**config.mk**
```make
export PLATFORM = sky130hd
export DESIGN_NAME = dmem_write_buffer
export DESIGN_NICKNAME = d
export VERILOG_FILES = /design/src/rtl/dmem_wb_pkg.sv /design/src/rtl/dmem_wb_fifo.sv /design/src/rtl/dmem_write_buffer.sv
export SDC_FILE = /design/constraint.sdc
export NUM_CORES = 1
export LEC_CHECK = 0
export CORE_MARGIN = 4
export CORE_UTILIZATION = 52
export CTS_BUF_LIST = sky130_fd_sc_hd__clkbuf_4
export DETAILED_ROUTE_END_ITERATION = 6
export PLACE_DENSITY = 0.83
export SETUP_SLACK_MARGIN = 0.1
export SLEW_MARGIN = 20
export SYNTH_ARGS = -nofsm -noshare
export SYNTH_HDL_FRONTEND = slang
export SYNTH_HIERARCHICAL = 1
export SYNTH_SLANG_ARGS = --single-unit
export TNS_END_PERCENT = 10
```
**constraint.sdc**
```tcl
create_clock -name clk_in -period 3.3 [get_ports clk_in]
set_input_delay 0.66 -clock clk_in [delete_from_list [all_inputs] [get_ports clk_in]]
set_output_delay 0.66 -clock clk_in [all_outputs]
set_load 0.1 [all_outputs]
```
**src/rtl/dmem_wb_pkg.sv**
```systemverilog
// dmem_wb_pkg: shared types, default depth and lane-merge helper for the data-memory write buffer
package dmem_wb_pkg;
  localparam int WB_DEPTH = 4;
  typedef enum logic [1:0] {IDLE, WR_ISSUE, RD_ISSUE, RD_WAIT} state_t;
  typedef struct packed {
    logic [29:0] waddr;
    logic [31:0] data;
    logic [3:0]  mask;
  } entry_t;
  function automatic entry_t merge_entry(entry_t old, logic [31:0] data, logic [3:0] mask);
    merge_entry = old;
    for (int b = 0; b < 4; b++)
      if (mask[b]) merge_entry.data[8*b +: 8] = data[8*b +: 8];
    merge_entry.mask = old.mask | mask;
  endfunction
endpackage

```
**src/rtl/dmem_wb_fifo.sv**
```systemverilog
// dmem_wb_fifo: posted-write storage with parallel word-address match; tail merge under DMEM_WB_COALESCE_EN
module dmem_wb_fifo import dmem_wb_pkg::*; #(
  parameter int DEPTH = WB_DEPTH
) (
  input  logic             clk_in,
  input  logic             rst_in,
  input  logic             push,
  input  logic             pop,
  input  entry_t           wr,
  input  logic [29:0]      match_addr,
`ifdef DMEM_WB_COALESCE_EN
  input  logic             merge,
  input  logic             head_busy,
  output logic             can_merge,
`endif
  output entry_t           head,
  output logic [DEPTH-1:0] match,
  output logic             full,
  output logic             empty
);
  localparam int AW = $clog2(DEPTH);
  entry_t mem [DEPTH];
  logic [AW-1:0] rptr, wptr;
  logic [AW:0] count;
  assign head  = mem[rptr];
  assign full  = count == (AW+1)'(DEPTH);
  assign empty = count == '0;
  for (genvar i = 0; i < DEPTH; i++) begin : g_match
    logic [AW-1:0] off;
    assign off      = AW'(i) - rptr;
    assign match[i] = ({1'b0, off} < count) && mem[i].waddr == match_addr;
  end
`ifdef DMEM_WB_COALESCE_EN
  logic [AW-1:0] tail;
  assign tail      = wptr - 1'b1;
  // a lone entry that is already on the bus must not change underneath it
  assign can_merge = !empty && mem[tail].waddr == wr.waddr && !(count == (AW+1)'(1) && head_busy);
`endif
  always_ff @(posedge clk_in) begin
    if (push) mem[wptr] <= wr;
`ifdef DMEM_WB_COALESCE_EN
    else if (merge) mem[tail] <= merge_entry(mem[tail], wr.data, wr.mask);
`endif
  end
  always_ff @(posedge clk_in) begin
    if (!rst_in) begin
      rptr  <= '0;
      wptr  <= '0;
      count <= '0;
    end else begin
      if (push) wptr <= wptr + 1'b1;
      if (pop) rptr <= rptr + 1'b1;
      count <= count + (AW+1)'(push) - (AW+1)'(pop);
    end
  end
endmodule

```
**src/rtl/dmem_write_buffer.sv**
```systemverilog
// dmem_write_buffer: posts core stores to a FIFO and drains them to a valid/ready bus; loads bypass unless they hit a pending store.
// Define DMEM_WB_COALESCE_EN to merge same-word stores into the FIFO tail entry.
module dmem_write_buffer import dmem_wb_pkg::*; #(
  parameter int DEPTH = WB_DEPTH
) (
  input  logic        clk_in,
  input  logic        rst_in,
  input  logic        core_wr_req_in,
  input  logic        core_rd_req_in,
  input  logic [31:0] core_addr_in,
  input  logic [31:0] core_wdata_in,
  input  logic [3:0]  core_wr_mask_in,
  output logic        stall_out,
  output logic [31:0] core_rdata_out,
  output logic        core_rdata_valid_out,
  output logic        bus_valid_out,
  input  logic        bus_ready_in,
  output logic        bus_we_out,
  output logic [31:0] bus_addr_out,
  output logic [31:0] bus_wdata_out,
  output logic [3:0]  bus_mask_out,
  input  logic [31:0] bus_rdata_in,
  input  logic        bus_rvalid_in
);
  state_t state;
  entry_t head, wr;
  logic [DEPTH-1:0] match;
  logic full, empty, rd_pend, hazard, issue_rd, load_wr, pop, push, merge, unused;
  assign unused   = ^core_addr_in[1:0];
  assign wr       = '{waddr: core_addr_in[31:2], data: core_wdata_in, mask: core_wr_mask_in};
  assign rd_pend  = core_rd_req_in && !core_wr_req_in && !core_rdata_valid_out;
  assign hazard   = |match || (state == WR_ISSUE && bus_addr_out[31:2] == core_addr_in[31:2]);
  assign issue_rd = state == IDLE && rd_pend && !hazard;
  assign load_wr  = state == IDLE && !issue_rd && !empty;
  assign pop      = state == WR_ISSUE && bus_ready_in;
`ifdef DMEM_WB_COALESCE_EN
  logic can_merge;
  assign merge = core_wr_req_in && can_merge;
`else
  assign merge = 1'b0;
`endif
  // a pop in the same cycle frees the slot, so the full store is taken without stalling
  assign push      = core_wr_req_in && !merge && (!full || pop);
  assign stall_out = (core_wr_req_in && !merge && full && !pop) || rd_pend;
  dmem_wb_fifo #(.DEPTH(DEPTH)) u_fifo (
    .clk_in, .rst_in, .push, .pop, .wr,
    .match_addr(core_addr_in[31:2]),
`ifdef DMEM_WB_COALESCE_EN
    .merge, .head_busy(state == WR_ISSUE || load_wr), .can_merge,
`endif
    .head, .match, .full, .empty
  );
  always_ff @(posedge clk_in) begin
    core_rdata_valid_out <= 1'b0;
    if (!rst_in) begin
      state          <= IDLE;
      bus_valid_out  <= 1'b0;
      bus_we_out     <= 1'b0;
      bus_addr_out   <= '0;
      bus_wdata_out  <= '0;
      bus_mask_out   <= '0;
      core_rdata_out <= '0;
    end else case (state)
      IDLE: if (issue_rd) begin
        bus_valid_out <= 1'b1;
        bus_we_out    <= 1'b0;
        bus_addr_out  <= {core_addr_in[31:2], 2'b00};
        bus_wdata_out <= '0;
        bus_mask_out  <= 4'hF;
        state         <= RD_ISSUE;
      end else if (load_wr) begin
        bus_valid_out <= 1'b1;
        bus_we_out    <= 1'b1;
        bus_addr_out  <= {head.waddr, 2'b00};
        bus_wdata_out <= head.data;
        bus_mask_out  <= head.mask;
        state         <= WR_ISSUE;
      end
      WR_ISSUE: if (bus_ready_in) begin
        bus_valid_out <= 1'b0;
        state         <= IDLE;
      end
      RD_ISSUE: if (bus_ready_in) begin
        bus_valid_out <= 1'b0;
        state         <= RD_WAIT;
      end
      RD_WAIT: if (bus_rvalid_in) begin
        core_rdata_out       <= bus_rdata_in;
        core_rdata_valid_out <= 1'b1;
        state                <= IDLE;
      end
      default: state <= IDLE;
    endcase
  end
endmodule

```
==> flow_summary.yaml, run 1 <==
critical_path:
  critPathLaunchType: "primary input"
  worstSetupPathType: "in2reg"
  crit_required_ns: 3.89
  crit_slowest_cell: "clkdlybuf4s50_1"
  slowest_delay_ns: 0.61
  critPathMaxFanout: 34
  cp_common_cell: "nor4_1"
  worstSetupEndpointType: "flip-flop"
  cpLargestDelayFamily: "simple AND/OR/NAND/NOR gates"
  cp.arrival_ns: 3.69
  path_cells: "clkdlybuf4s50_1 -> xor2_1 -> nor4_1 -> nand4_1 -> nor4_1 -> or4b_1 -> nor4_2 -> o21ai_4 -> buf_12 -> nor2_1 -> a311oi_1"
  path_buf_inv: 2
floorplanning:
  io_pins: 210
  start_util_pct: 52.8
  die_area_um2: 33000
  rows: 63
  die_h_um: 182
  core-area_um2: 29700
  die_width_um: 182
synth:
  synthTopCellsByArea: "edfxtp_1 (51%), dfxtp_1 (14%), mux4_2 (9.5%), xor2_1 (6.8%), nand2_1 (4.8%)"
  synth_top_area_share_pct: 50.5
  yosysSeqAreaShare_pct: 64.8
  syn_area_um2: 15700
  synthArstFlopShare_pct: 0
  ys_dominant_reg_cell: "edfxtp_1"
  yosys_warnings: 6
  yosysTopAreaCell: "edfxtp_1"
  synth-seq-cells: 376
  synthCells: 1115
  synth_cell_type_count: 40
  avgSynthCellArea_um2: 14.1
  synth-edff-count: 264
placed_design:
  gp_congestion: 0.941
  io_buffer_count: 205
  placed_area_um2: 18700
  dp_hpwl_mm: 26.5
  dp_cells: 1760
pwr:
  power_frac_clock_pct: 24.3
  pwr-share-comb_pct: 38.0
  peakVddDrop_mv: 0.680
  p_leak_uw: 0.00728
  p_int_uw: 9930
  sw_frac_of_total_pct: 41.3
  p_seq_share_pct: 37.7
  switching_power_uw: 6980
  p_total_uw: 16900
  powerDensity_nw_per_um2: 845
clock_network:
  htreeDepth: 3
  clockBufferDepth: 3
  postCtsSetupBuffers: 0
  postCtsResizedCells: 0
  cts_inserted_buffers: 94
  cts_hold_buffers: 0
  clock_sinks: 376
  cts_tree: "yes"
  clk_root_buffer_cell: "clkbuf_4"
  clkLatencyLatePin_ns: 0.77
  clk_pin_slew_worst_paths_ns: 0.07
layout:
  fin_cells: 1936
  syn_to_final_growth_pct: 27.6
  mostFrequentLayoutCells: "edfxtp_1 (264), nand2_1 (201), buf_4 (190), clkbuf_4 (154), xor2_1 (122)"
  drive_gt1_share_pct: 29.0
  finish.instance_area_um2: 20000
  fill_cells: 2025
  layout_commonest_cell: "edfxtp_1"
  nets: 1588
timing:
  min_period_over_period_pct: 94.0
  final.min_clock_period_ns: 3.10
  finalSetupTns_ns: 0
  tightest_slew_ns: 1.06
  hold_viol_final: 0
  setup_viol: 0
  skew_ns: 0.0850
  report.final.slew_viol_count: 0
  max_slew_margin_pct: 29.4
  clock.fmax_mhz: 322
  rsz0062_at_grt: "false"
routing:
  final_antenna_net_count: 0
  via_per_inst: 5.57
  num_vias: 10800
  post_drt_wl_per_cell_um: 20.7
  first_pass_iters: 5
  wl_mm: 40.1
  drc: 0
  drtIter0Drc: 834
grt:
  grtUsageTotal_pct: 23.8
  grt_pass1_wl_mm: 61.3
  grt_pass1_vias: 10900
  grt_max_degree: 40
  grt_overflow: 0
  antenna_found_initial: 1
outcome:
  status: "complete, no violations"
job:
  maxCapViolations: 0
worst_hold_path:
  hp-class: "reg2reg"
-- metrics by stage --
| step | util, % | hold WS (ns) | setup WS [ns] |
|---|---|---|---|
| 3_5_place_dp | 63.0 | 0.448 | -0.382 |
| 2_1_floorplan | - | 0.528 | -0.0156 |
| 3_3_place_gp | 63.0 | 0.442 | -0.294 |
| 6_report | 67.4 | 0.456 | 0.198 |
| 5_1_grt | 67.4 | 0.442 | 0.195 |
| 4_1_cts | 67.4 | 0.420 | 0.346 |
-- cells in the mapped netlist (2+ instances only) --
cell / instances
xnor2_1: 34
a31oi_1: 5
a2111oi_2: 3
xor2_1: 122
dfxtp_1: 112
mux4_2: 66
a21boi_0: 11
edfxtp_1: 264
ha_1: 15
o21ai_0: 2
a311oi_1: 31
nand2_1: 201
and2_1: 12
nand2b_1: 3
buf_1: 2
nand4_1: 12
buf_4: 10
inv_1: 17
nor3_1: 6
clkbuf_1: 33
nand3_1: 8
buf_2: 9
nor4_1: 26
nor2_1: 34
a21oi_1: 61
nor2b_1: 2
-- state kept, by name, summed over array words and instances, names as in the netlist, named ones only --
register	count
bus_mask_out	4
core_rdata_valid_out	1
bus_addr_out	30
u_fifo/count	3
bus_valid_out	1
bus_we_out	1
bus_wdata_out	32
u_fifo/mem	264
state	2
core_rdata_out	32
u_fifo/rptr	2
u_fifo/wptr	2
-- layout make-up --
class                           count  area [um2]  share of cell area [%]
Clock buffer                      154        1160                    5.77
Timing Repair Buffer              308        2760                    13.8
Inverter                           17        63.8                   0.319
Antenna cell                        1        2.50                  0.0125
Clock inverter                     21         148                   0.737
Sequential cell                   376       10200                    50.8
Tap cell                          390         488                    2.44
Multi-Input combinational cell    669        5240                    26.1
-- worst min-delay path, delay by kind of cell (launching register included) --
family,cells,cell delay (ns)
AOI/OAI and AO/OA,1,0.05
DFF,1,0.31
and+or+nand+nor,1,0.05
-- logic make-up after synthesis --
kind of cell,after synthesis,synth area share [%]
AO/OA/AOI/OAI,121,5.16
XOR/XNOR,156,8.71
adder cells (fa/ha/maj),16,1.32
buffers and inverters,71,2.01
flip-flops,376,64.8
multiplexers,67,9.53
other,1,0.0239
AND/OR/NAND/NOR,307,8.45
-- power groups by stage --
stage / logic (uW) / clock network, uW / registers, uW
2_1_floorplan: 2120 / 0 / 8750
3_3_place_gp: 6330 / 0 / 6420
3_5_place_dp: 6420 / 0 / 6470
4_1_cts: 6440 / 4220 / 6370
5_1_grt: 6750 / 4500 / 6450
6_report: 6430 / 4110 / 6370
-- worst paths after layout --
path,from,to,slack (ns),cells past startpoint
worst max-delay path,core_addr_in[29],bus_addr_out[14]$_SDFFE_PN0P_,0.20,11
worst min-delay path,bus_wdata_out[26]$_SDFFE_PN0P_,bus_wdata_out[26]$_SDFFE_PN0P_,0.46,2
worst max register to register,u_fifo/mem[3][63]$_DFFE_PP_,bus_addr_out[14]$_SDFFE_PN0P_,0.34,10
worst min register to register,bus_wdata_out[26]$_SDFFE_PN0P_,bus_wdata_out[26]$_SDFFE_PN0P_,0.46,2
-- metal layers --
| metal | vias up | share of wire, % | wire length (um) | track usage [%] |
|---|---|---|---|---|
| met5 | - | 0 | 0 | 0 |
| met4 | 0 | 3.0 | 1220 | 8.68 |
| met3 | 89 | 9.1 | 3630 | 5.83 |
| met2 | 564 | 49 | 19700 | 39.5 |
| met1 | 5253 | 39 | 15600 | 30.8 |
| li1 | 4874 | - | - | - |
Note: power is estimated with default switching activity, not from simulation.
==> run 2: changes to the inputs <==
--- a/config.mk
+++ b/config.mk
@@ -9,7 +9,7 @@
 export CORE_UTILIZATION = 52
 export CTS_BUF_LIST = sky130_fd_sc_hd__clkbuf_4
 export DETAILED_ROUTE_END_ITERATION = 6
-export PLACE_DENSITY = 0.83
+export PLACE_DENSITY = 0.79
 export SETUP_SLACK_MARGIN = 0.1
 export SLEW_MARGIN = 20
 export SYNTH_ARGS = -nofsm -noshare
==> constraint.sdc (replaced) <==
create_clock -name clk_in -period 3.3 [get_ports clk_in]
set_input_delay 0.99 -clock clk_in [delete_from_list [all_inputs] [get_ports clk_in]]
set_output_delay 0.99 -clock clk_in [all_outputs]
set_load 0.1 [all_outputs]
==> run 2 against run 1 <==
Against the previous run:
- setup slack got worse by 0.12 ns
- largest cell class unchanged
- non-clock buffer count increased by 16
- combinational power is 3% higher
- via count is 0.40% higher
- register-to-register slack worse by 0.11 ns
- critical path depth up 2
- utilization increased by 1.9 points
- cell count rose by 0.98%
- critical endpoint is now bus_wdata_out[6]$_SDFFE_PN0P_
- sequential power hardly changed
==> flow_summary.yaml, run 2 (synthesis results as in run 1) <==
outcome:
  status: "complete, no violations"
grt:
  grtUsageTotal_pct: 23.5
  grt_pass1_vias: 11000
  grt_overflow: 0
  grt_pass1_wl_mm: 60.5
  grt_max_degree: 49
  antenna_found_initial: 2
layout:
  fill_cells: 2005
  syn_to_final_growth_pct: 31.1
  multiInputGateArea_um2: 5590
  top_regs: "u_fifo/mem (264), bus_wdata_out (32), core_rdata_out (32)"
  largest_reg_flops: 264
  mostFrequentLayoutCells: "edfxtp_1 (264), nand2_1 (200), buf_4 (192), clkbuf_4 (141), dfxtp_1 (109)"
  seq_area_um2: 10200
  layout_commonest_cell: "edfxtp_1"
  drive_gt1_share_pct: 32.0
  final_core_util_pct: 69.3
  nets: 1607
  top_register: "u_fifo/mem"
placed_design:
  io_buffer_count: 205
  post-place-ws_ns: -0.840
  gp_congestion: 0.890
  dp_hpwl_mm: 26.0
critical_path:
  crit_required_ns: 3.92
  critPathMaxFanout: 8
  worstSetupPathType: "in2reg"
  crit_end: "bus_wdata_out[6]$_SDFFE_PN0P_"
  cp.arrival_ns: 3.84
  timing.rr.start: "u_fifo/count[1]$_SDFF_PN0_"
  reg2reg_to: "bus_wdata_out[6]$_SDFFE_PN0P_"
  worstSetupEndpointType: "flip-flop"
  reg2reg_depth: 12
  critPathLaunchType: "primary input"
  startpoint: "core_addr_in[17]"
  rrSetupSlack_ns: 0.23
timing:
  finalSetupTns_ns: 0
  min_period_over_period_pct: 97.8
  setup_viol: 0
  hold_ws_ns: 0.457
  clock.fmax_mhz: 310
  setup_ws_ns: 0.0738
  hold_viol_final: 0
  report.final.slew_viol_count: 0
  skew_ns: 0.0551
  max_slew_margin_pct: 50.3
  final.min_clock_period_ns: 3.23
  rsz0062_at_grt: "true"
  tightest_slew_ns: 0.743
clock_network:
  clk_root_buffer_cell: "clkbuf_4"
  cts_tree: "yes"
  clock_sinks: 376
  cts_hold_buffers: 0
  htreeDepth: 3
  clk_pin_slew_worst_paths_ns: 0.06
  clkLatencyLatePin_ns: 0.76
  clockBufferDepth: 3
  cts_inserted_buffers: 95
floorplanning:
  die_width_um: 182
  rows: 63
  core-area_um2: 29700
  io_pins: 210
  die_area_um2: 33000
  die_h_um: 182
  start_util_pct: 52.8
routing:
  first_pass_iters: 5
  wl_mm: 41.4
  drc: 0
  num_vias: 10800
  final_antenna_net_count: 0
  drtIter0Drc: 802
  via_per_inst: 5.54
  post_drt_wl_per_cell_um: 21.2
job:
  maxCapViolations: 0
pwr:
  peakVddDrop_mv: 0.678
  powerDensity_nw_per_um2: 823
  p_leak_uw: 0.00764
  p_total_uw: 16900
worst_hold_path:
  hp-start: "bus_wdata_out[2]$_SDFFE_PN0P_"
  hp-class: "reg2reg"
## run 2: worst min path at each step
stage / endpoint / depth (start not counted)
2_1_floorplan: u_fifo/wptr[1]$_SDFFE_PN0P_ / 2
3_3_place_gp: core_rdata_out[17]$_SDFFE_PN0P_ / 2
3_5_place_dp: bus_wdata_out[20]$_SDFFE_PN0P_ / 2
4_1_cts: bus_wdata_out[2]$_SDFFE_PN0P_ / 2
5_1_grt: core_rdata_out[12]$_SDFFE_PN0P_ / 2
6_report: bus_wdata_out[2]$_SDFFE_PN0P_ / 2
## run 2: stage by stage
stage,cells,area (um2)
global route,1955,20600
global placement,1762,18700
floorplan,1116,15700
finish,1955,20600
detailed placement,1762,18700
CTS,1938,20000
## run 2: final cells by class
type / count / area share, %
inverter: 17 / 0.310
clock buffer: 141 / 5.14
clock inverter: 35 / 0.942
antenna: 1 / 0.0122
sequential: 376 / 49.4
multi-input combinational: 671 / 27.2
timing repair buffer: 324 / 14.6
tap: 390 / 2.37
## run 2: report_power, final
part           leakage, uW  internal (uW)  switching [uW]  total, uW
clock network     0.000744           2000            1940       3940
registers          0.00334           5870             504       6370
logic              0.00356           1950            4670       6620
total              0.00764           9810            7120      16900
## run 2: critical path: stages
cell             delay, ns
clkdlybuf4s50_1       0.47
buf_6                 0.15
xor2_2                0.16
nor4_1                0.08
nand4_1               0.17
nor4_2                0.07
or4b_4                0.55
nor4_4                0.37
buf_4                 0.21
o21ai_4               0.16
nand2_4               0.20
clkbuf_16             0.20
a21oi_1               0.05
## run 2: routing by layer
layer | track usage, % | wire, um
met1 | 29.2 | 16200
met5 | 0 | 10
met2 | 40.2 | 20800
met4 | 7.42 | 828
met3 | 6.39 | 3620
## run 2: timing repair
item                       CTS  global route
pin swaps                    0            13
setup buffers                0             7
setup endpoints to repair   37            66
cloned                       0             9
gates resized for setup      7            84
